`config.mk`:
```
export PLATFORM = sky130hd
export DESIGN_NAME = bist_sequencer
export DESIGN_NICKNAME = d
export VERILOG_FILES = /design/src/rtl/bist_sequencer.sv
export SDC_FILE = /design/constraint.sdc
export NUM_CORES = 1
export LEC_CHECK = 0
export ABC_AREA = 1
export CAP_MARGIN = 10
export CORE_UTILIZATION = 45
export DETAILED_ROUTE_END_ITERATION = 8
export PLACE_DENSITY_LB_ADDON = 0.08
export SYNTH_ARGS = -nofsm -noshare
export SYNTH_HDL_FRONTEND = slang
export SYNTH_SLANG_ARGS = --single-unit
```
`constraint.sdc`:
```
create_clock -name clk_90mhz -period 4.3 [get_ports clk_90mhz]
set_clock_uncertainty 0.1 [all_clocks]
set_input_delay 0.43 -clock clk_90mhz [delete_from_list [all_inputs] [get_ports clk_90mhz]]
set_output_delay 0.43 -clock clk_90mhz [all_outputs]
set_load 0.01 [all_outputs]
```
`src/rtl/bist_sequencer.sv`:
```
// BIST sequencer: writes a keyed pattern to a BRAM window through the command FIFO,
// reads it back through the response FIFO and reports pass/fail, errors and timeout.
module bist_sequencer #(
    parameter int unsigned NUM_WORDS      = 16,
    parameter logic [7:0]  BASE_ADDR      = 8'h00,
    parameter logic [7:0]  SEED           = 8'hA5,
    parameter int unsigned TIMEOUT_CYCLES = 4096
) (
    input  logic        clk_90mhz,
    input  logic        sys_rst_n,
    input  logic        start,
    output logic        cmd_fifo_wr_en,
    output logic [16:0] cmd_fifo_data,
    input  logic        cmd_fifo_full,
    output logic        resp_fifo_rd_en,
    input  logic [7:0]  resp_fifo_data,
    input  logic        resp_fifo_empty,
    output logic        busy,
    output logic        done,
    output logic        pass,
    output logic        timeout,
    output logic [7:0]  err_count,
    output logic [7:0]  first_err_addr
);
    localparam int            TW      = $clog2(TIMEOUT_CYCLES) + 1;
    localparam logic [8:0]    LAST    = 9'(NUM_WORDS - 1);
    localparam logic [8:0]    NW9     = 9'(NUM_WORDS);
    localparam logic [TW-1:0] TMO_LIM = TW'(TIMEOUT_CYCLES - 2);

    typedef enum logic [2:0] {S_IDLE, S_WRITE, S_READ, S_DRAIN, S_DONE} state_t;

    state_t        state, state_nxt;
    logic          start_q;
    logic [8:0]    wr_idx, rsp_idx;
    logic          cap_pend;
    logic [TW-1:0] tmo_cnt;

    logic       start_edge, active, issuing, rsp_phase, capture, mismatch, tmo_hit, restart;
    logic [7:0] wr_addr, rsp_addr;

    assign start_edge = start & ~start_q;
    assign active     = (state == S_WRITE) || (state == S_READ) || (state == S_DRAIN);
    assign rsp_phase  = (state == S_READ) || (state == S_DRAIN);
    assign restart    = ((state == S_IDLE) || (state == S_DONE)) && start_edge;
    assign wr_addr    = BASE_ADDR + wr_idx[7:0];
    assign rsp_addr   = BASE_ADDR + rsp_idx[7:0];
    assign issuing    = ((state == S_WRITE) || (state == S_READ)) && !cmd_fifo_full;
    assign capture    = cap_pend && rsp_phase;
    assign mismatch   = capture && (resp_fifo_data != (rsp_addr ^ SEED));
    // The counter saturating at TIMEOUT_CYCLES-1 is what ends the test, so trip one step early.
    assign tmo_hit    = active && !issuing && !capture && (tmo_cnt >= TMO_LIM);

    always_comb begin
        cmd_fifo_data = '0;
        if (state == S_WRITE)
            cmd_fifo_data = {1'b1, wr_addr, wr_addr ^ SEED};
        else if (state == S_READ)
            cmd_fifo_data = {1'b0, wr_addr, 8'h00};
    end

    assign cmd_fifo_wr_en  = issuing;
    // Never pop in a capture cycle: one response per two cycles keeps data/index aligned.
    assign resp_fifo_rd_en = rsp_phase && !resp_fifo_empty && !cap_pend && (rsp_idx < NW9);
    assign busy            = active;
    assign done            = (state == S_DONE);
    assign pass            = done && !timeout && (err_count == 8'd0);

    always_comb begin
        state_nxt = state;
        case (state)
            S_IDLE, S_DONE: if (start_edge) state_nxt = S_WRITE;
            S_WRITE:        if (issuing && wr_idx == LAST) state_nxt = S_READ;
            S_READ:         if (issuing && wr_idx == LAST) state_nxt = S_DRAIN;
            S_DRAIN:        if ((capture && rsp_idx == LAST) || rsp_idx == NW9) state_nxt = S_DONE;
            default:        state_nxt = S_IDLE;
        endcase
        if (tmo_hit) state_nxt = S_DONE;
    end

    always_ff @(posedge clk_90mhz or negedge sys_rst_n) begin
        if (!sys_rst_n) begin
            state          <= S_IDLE;
            start_q        <= 1'b0;
            wr_idx         <= '0;
            rsp_idx        <= '0;
            cap_pend       <= 1'b0;
            tmo_cnt        <= '0;
            timeout        <= 1'b0;
            err_count      <= '0;
            first_err_addr <= '0;
        end else begin
            state   <= state_nxt;
            start_q <= start;
            if (restart) begin
                wr_idx         <= '0;
                rsp_idx        <= '0;
                cap_pend       <= 1'b0;
                tmo_cnt        <= '0;
                timeout        <= 1'b0;
                err_count      <= '0;
                first_err_addr <= '0;
            end else if (active) begin
                cap_pend <= resp_fifo_rd_en;
                if (issuing)
                    wr_idx <= (wr_idx == LAST) ? 9'd0 : wr_idx + 9'd1;
                if (capture)
                    rsp_idx <= rsp_idx + 9'd1;
                if (mismatch) begin
                    if (err_count != 8'hFF) err_count <= err_count + 8'd1;
                    if (err_count == 8'd0)  first_err_addr <= rsp_addr;
                end
                tmo_cnt <= (issuing || capture) ? '0 : tmo_cnt + TW'(1);
                if (tmo_hit) timeout <= 1'b1;
            end
        end
    end
endmodule

```
# Word level (Yosys, flattened, before mapping)
# Cells that the tools add are included.
dict set report totals {
  regBits 53
  input_bits 13
  output_inout_bits 39
}
dict set report op_classes {
  addsub 4
  order_cmp 2
  eq_ne 13
  muxes 31
  bitwise_logic 4
  n_reduce_logical 42
}
# op n
set ops {}
lappend ops {{$mux W8} 8}
lappend ops {{$mux W9} 7}
lappend ops {{$mux W13} 3}
lappend ops {{$add A9 B1 Y9 const B} 2}
lappend ops {{$eq A9 B4 Y1 const B} 2}
lappend ops {{$mux W17} 1}
lappend ops {{$mux W16} 1}
lappend ops {{$mux W3} 5}
lappend ops {{$logic_and A1 B1 Y1} 14}
lappend ops {{$reduce_bool A2 Y1} 7}
lappend ops {{$add A13 B1 Y13 const B} 1}
lappend ops {{$ge A13 B12 Y1 const B} 1}
lappend ops {{$pmux W3 S4} 1}
lappend ops {{$eq A9 B5 Y1 const B} 1}
lappend ops {{$lt A9 B5 Y1 const B} 1}
lappend ops {{$ne A3 B2 Y1 const B} 3}
lappend ops {{$add A8 B1 Y8 const B} 1}
lappend ops {{$logic_not A8 Y1} 1}
lappend ops {{$ne A8 B8 Y1} 1}
lappend ops {{$ne A8 B8 Y1 const B} 1}
lappend ops {{$not A4 Y4} 2}
lappend ops {{$eq A3 B2 Y1 const B} 2}
lappend ops {{$logic_not A1 Y1} 6}
lappend ops {{$logic_or A1 B1 Y1} 6}
lappend ops {{11 further kinds} 18}

# Longest topological paths before layout
dict set report logic_depth {
  depth_word 10
  mapped_depth 10
}

# Least setup slack after synthesis
# Ideal clock, no wire load.
dict set report synth_path {
  path_type {register -> output}
  start {register state[2]}
  end {output port cmd_fifo_data[10]}
  t_arrival_ns 1.145
  path_slack_ns 2.625
  path_stages_with_launch 6
  path_buffers 0
  path_cell_list {dfrtp_1 > inv_2 > nand3_4 > nand2_4 > clkinv_1 > nor2_1}
}
dict set report synth_between {
  elab_chain_cells 3
  elab_cells_between_ends 4
  classes_between {2 x eq/ne; 2 x mux}
}
# element line
set synth_lines {}
lappend synth_lines {{start: declaration} 32} ;# state_t state, state_nxt;
lappend synth_lines {{start signal: assignment} 92} ;# state <= state_nxt;
lappend synth_lines {{$eq A3 B2 Y1} 57} ;# else if (state == S_READ)
lappend synth_lines {{$mux W16} 57}
lappend synth_lines {{$mux W17 (*)} 55} ;# if (state == S_WRITE)
lappend synth_lines {{end: declaration} 13} ;# output logic [16:0] cmd_fifo_data,
# Every way passes the cells marked *; elsewhere a longest branch is shown, timed or not.

# Final worst setup path
dict set report layout_path {
  start {register state[2]}
  end {output port cmd_fifo_data[8]}
}
# Same word-level chain as after synthesis.

==> metrics.cfg <==
[outcome]
run_status=finished, final reports clean

[power_and_ir_drop]
p_leak_nw=1.81
peakVddDrop_v=0.000238
power_per_cell_area_nw_per_um2=569

[clocking]
cts_tree=yes
postCtsSetupBuffers=0
clockBufferDepth=2
htree_levels=2
cts_sinks=53
cts-root-buf=clkbuf_8
ctsResizeCount=0
clk_pin_slew_ns=0.09
ctsHoldBuffers=1
numCtsBuffers=5
worstSkewPairLatency_ns=0.31

[die]
die_h_um=87.5
placementRows=30
core_um2=6940
io_pins=52
die-area_um2=7660
die_w_um=87.5
start_util_pct=47.4

[global_routing]
grt_max_degree=42
grt_pass1_vias=2652
top_usage_layer=met2
globalRouteMet2Util_pct=34.7
use_met1_pct=26.2
track_usage_pct=20.0
use_met3_pct=3.32
antenna_found_initial=0
grt_pass1_wl_um=12000
gr-total-overflow=0

[cells_and_area]
area_growth_pct=21.1
antenna_cells=0
finalNetCount=493
fillerInstances=670
layout-drive-gt1-share_pct=12.7

[route]
routedWlPerCell_um=12.5
route.detailed.drc=0
dr.pass1.iters=4
wirelength_um=7140
drtIter0Drc=131
vias=2879
via_per_inst=5.05
antenna_left=0

[setup_path]
crit_type=register to output pin
r2r_cells=8
cp-end-kind=output pin
crit_path_max_fanout=10
crit_path_end=cmd_fifo_data[8]
r2r_start=state[0]$_DFFE_PN0P_
r2r_end=err_count[0]$_DFFE_PN0P_
ff2ff_setup_slack_ns=2.06
setup.worst_path.start=state[2]$_DFFE_PN0P_
required_ns=3.77
crit_arrival_ns=2.19
worstSetupStartpointType=register

[synth]
synth.distinct_cells=41
ys_ff_latch=53
synthXorXnorAreaFrac_pct=3.73
synth-simple-area-share_pct=32.9
synth_cells=420
postSynth.asyncResetShare_pct=100
ys_warn_count=0
avgSynthCellArea_um2=7.83
synth_edf_count=0
synth-adder-area-share_pct=2.66
synth-compound-area-share_pct=12.1
synth-main-ff-cell=dfrtp_1
synth_nets=440
syn_area_um2=3290
yosysSeqAreaShare_pct=40.3
synthMuxAreaShare_pct=0
synth_top_family_by_area=simple AND/OR/NAND/NOR gates

[timing]
maxSlewHeadroom_pct=55.7
worstMarginPinSlew_ns=0.662
setup_viol=0
tns_ns=0
final-max-slew-violation-count=0
min_period_over_period_pct=63.3
finalHoldViolCount=0
max_freq_mhz=368
post-route-min-period_ns=2.72
rsz0062_at_grt=false
holdWs_ns=0.388

[placed_design]
port_buffers=51
hpwlAfterDp_um=5250
gp_congestion=0.849

[hold_path]
holdPathStages=2
hp-class=register to register

[flow_run]
drv_cap=0

==> power breakdown <==
group | switching (W) | leakage [nW] | total (W) | internal [W]
clock | 0.000164 | 0.0585 | 0.000354 | 0.000190
combinational | 0.000672 | 1.05 | 0.00114 | 0.000472
sequential | 0.000143 | 0.710 | 0.000768 | 0.000626
==> metal layers <==
metal,vias to the layer above,wire length (um)
met5,-,0
met4,0,34
met3,4,251
met2,58,3390
met1,1347,3460
li1,1470,-
==> sequential cells by signal, summed over array words and instances, names as in the netlist <==
register	flops
cap_pend	1
err_count	8
first_err_addr	8
rsp_idx	9
start_q	1
state	3
timeout	1
tmo_cnt	13
wr_idx	9
==> synthesized netlist by cell type, types with 3 or more instances <==
library cell / n / area [um^2]
a21oi_1: 19 / 95.1
dfrtp_1: 53 / 1330
ha_1: 7 / 87.6
inv_1: 49 / 184
inv_2: 5 / 18.8
nand2_1: 81 / 304
nand2_2: 8 / 50.1
nand2_4: 9 / 101
nand3_1: 28 / 140
nand4_1: 11 / 68.8
nor2_1: 50 / 188
nor2_2: 3 / 18.8
nor2_4: 3 / 33.8
nor3_1: 10 / 50.1
o21ai_0: 18 / 90.1
o21ai_1: 5 / 25.0
o21ai_2: 12 / 105
o22ai_1: 4 / 25.0
or2_2: 5 / 31.3
xnor2_1: 3 / 26.3
xor2_1: 11 / 96.3
==> cell type report <==
type                       count  area [um^2]  area share [%]
clock inverter                 1         30.0           0.754
multi-input combinational    305         1690            42.5
sequential                    53         1330            33.3
clock buffer                   7         86.3            2.17
inverter                      55          206            5.18
tap                           96          120            3.02
timing repair buffer          53          523            13.1
==> worst max-delay path, cell delays in order, from the launching register on <==
cell and delay, ns:
dfrtp_1 0.44, inv_2 0.15, nand3_4 0.18, nand2_4 0.14, clkinv_1 0.26, nor2_1 0.18, clkdlybuf4s50_1 0.55
==> through the flow <==
stage          total power, W  cells  util, %  setup slack (ns)  cell area (um^2)
6_report              0.00227    570     57.4              1.58              3980
5_1_grt               0.00245    570     57.4              1.43              3980
3_3_place_gp          0.00191    561     55.5              1.69              3860
3_5_place_dp          0.00193    561     55.5              1.55              3860
2_1_floorplan         0.00154    420        -              2.63              3290
4_1_cts               0.00229    570     57.4              1.52              3980
==> cells by family after synthesis <==
group	after synthesis
and+or+nand+nor	218
AOI/OAI and AO/OA	66
buffers and inverters	62
DFF	53
xor gates and xnor gates	14
adders and majority gates	7
==> worst min path at each step <==
stage,start,to,slack (ns)
after floorplan,sys_rst_n,cap_pend$_DFFE_PN0P_,0.03
after global placement,sys_rst_n,err_count[3]$_DFFE_PN0P_,0.24
after detailed placement,sys_rst_n,err_count[3]$_DFFE_PN0P_,0.23
after CTS,first_err_addr[6]$_DFFE_PN0P_,first_err_addr[6]$_DFFE_PN0P_,0.40
after global routing,first_err_addr[7]$_DFFE_PN0P_,first_err_addr[7]$_DFFE_PN0P_,0.41
final,first_err_addr[0]$_DFFE_PN0P_,first_err_addr[0]$_DFFE_PN0P_,0.39
==> placed cells by master (no fill, tap or decap), types with 4 or more instances in the layout <==
master	n
nand2_4	9
nand2_1	81
o21ai_1	5
ha_1	7
or2_2	5
inv_2	5
nand3_1	28
a21oi_1	19
o22ai_1	4
o21ai_2	12
nand4_1	11
o21ai_0	18
nor3_1	10
xor2_1	11
clkdlybuf4s50_1	50
dfrtp_1	53
nor2_1	50
inv_1	49
nand2_2	8
clkbuf_8	6
Power figures use the tool's default switching activity.
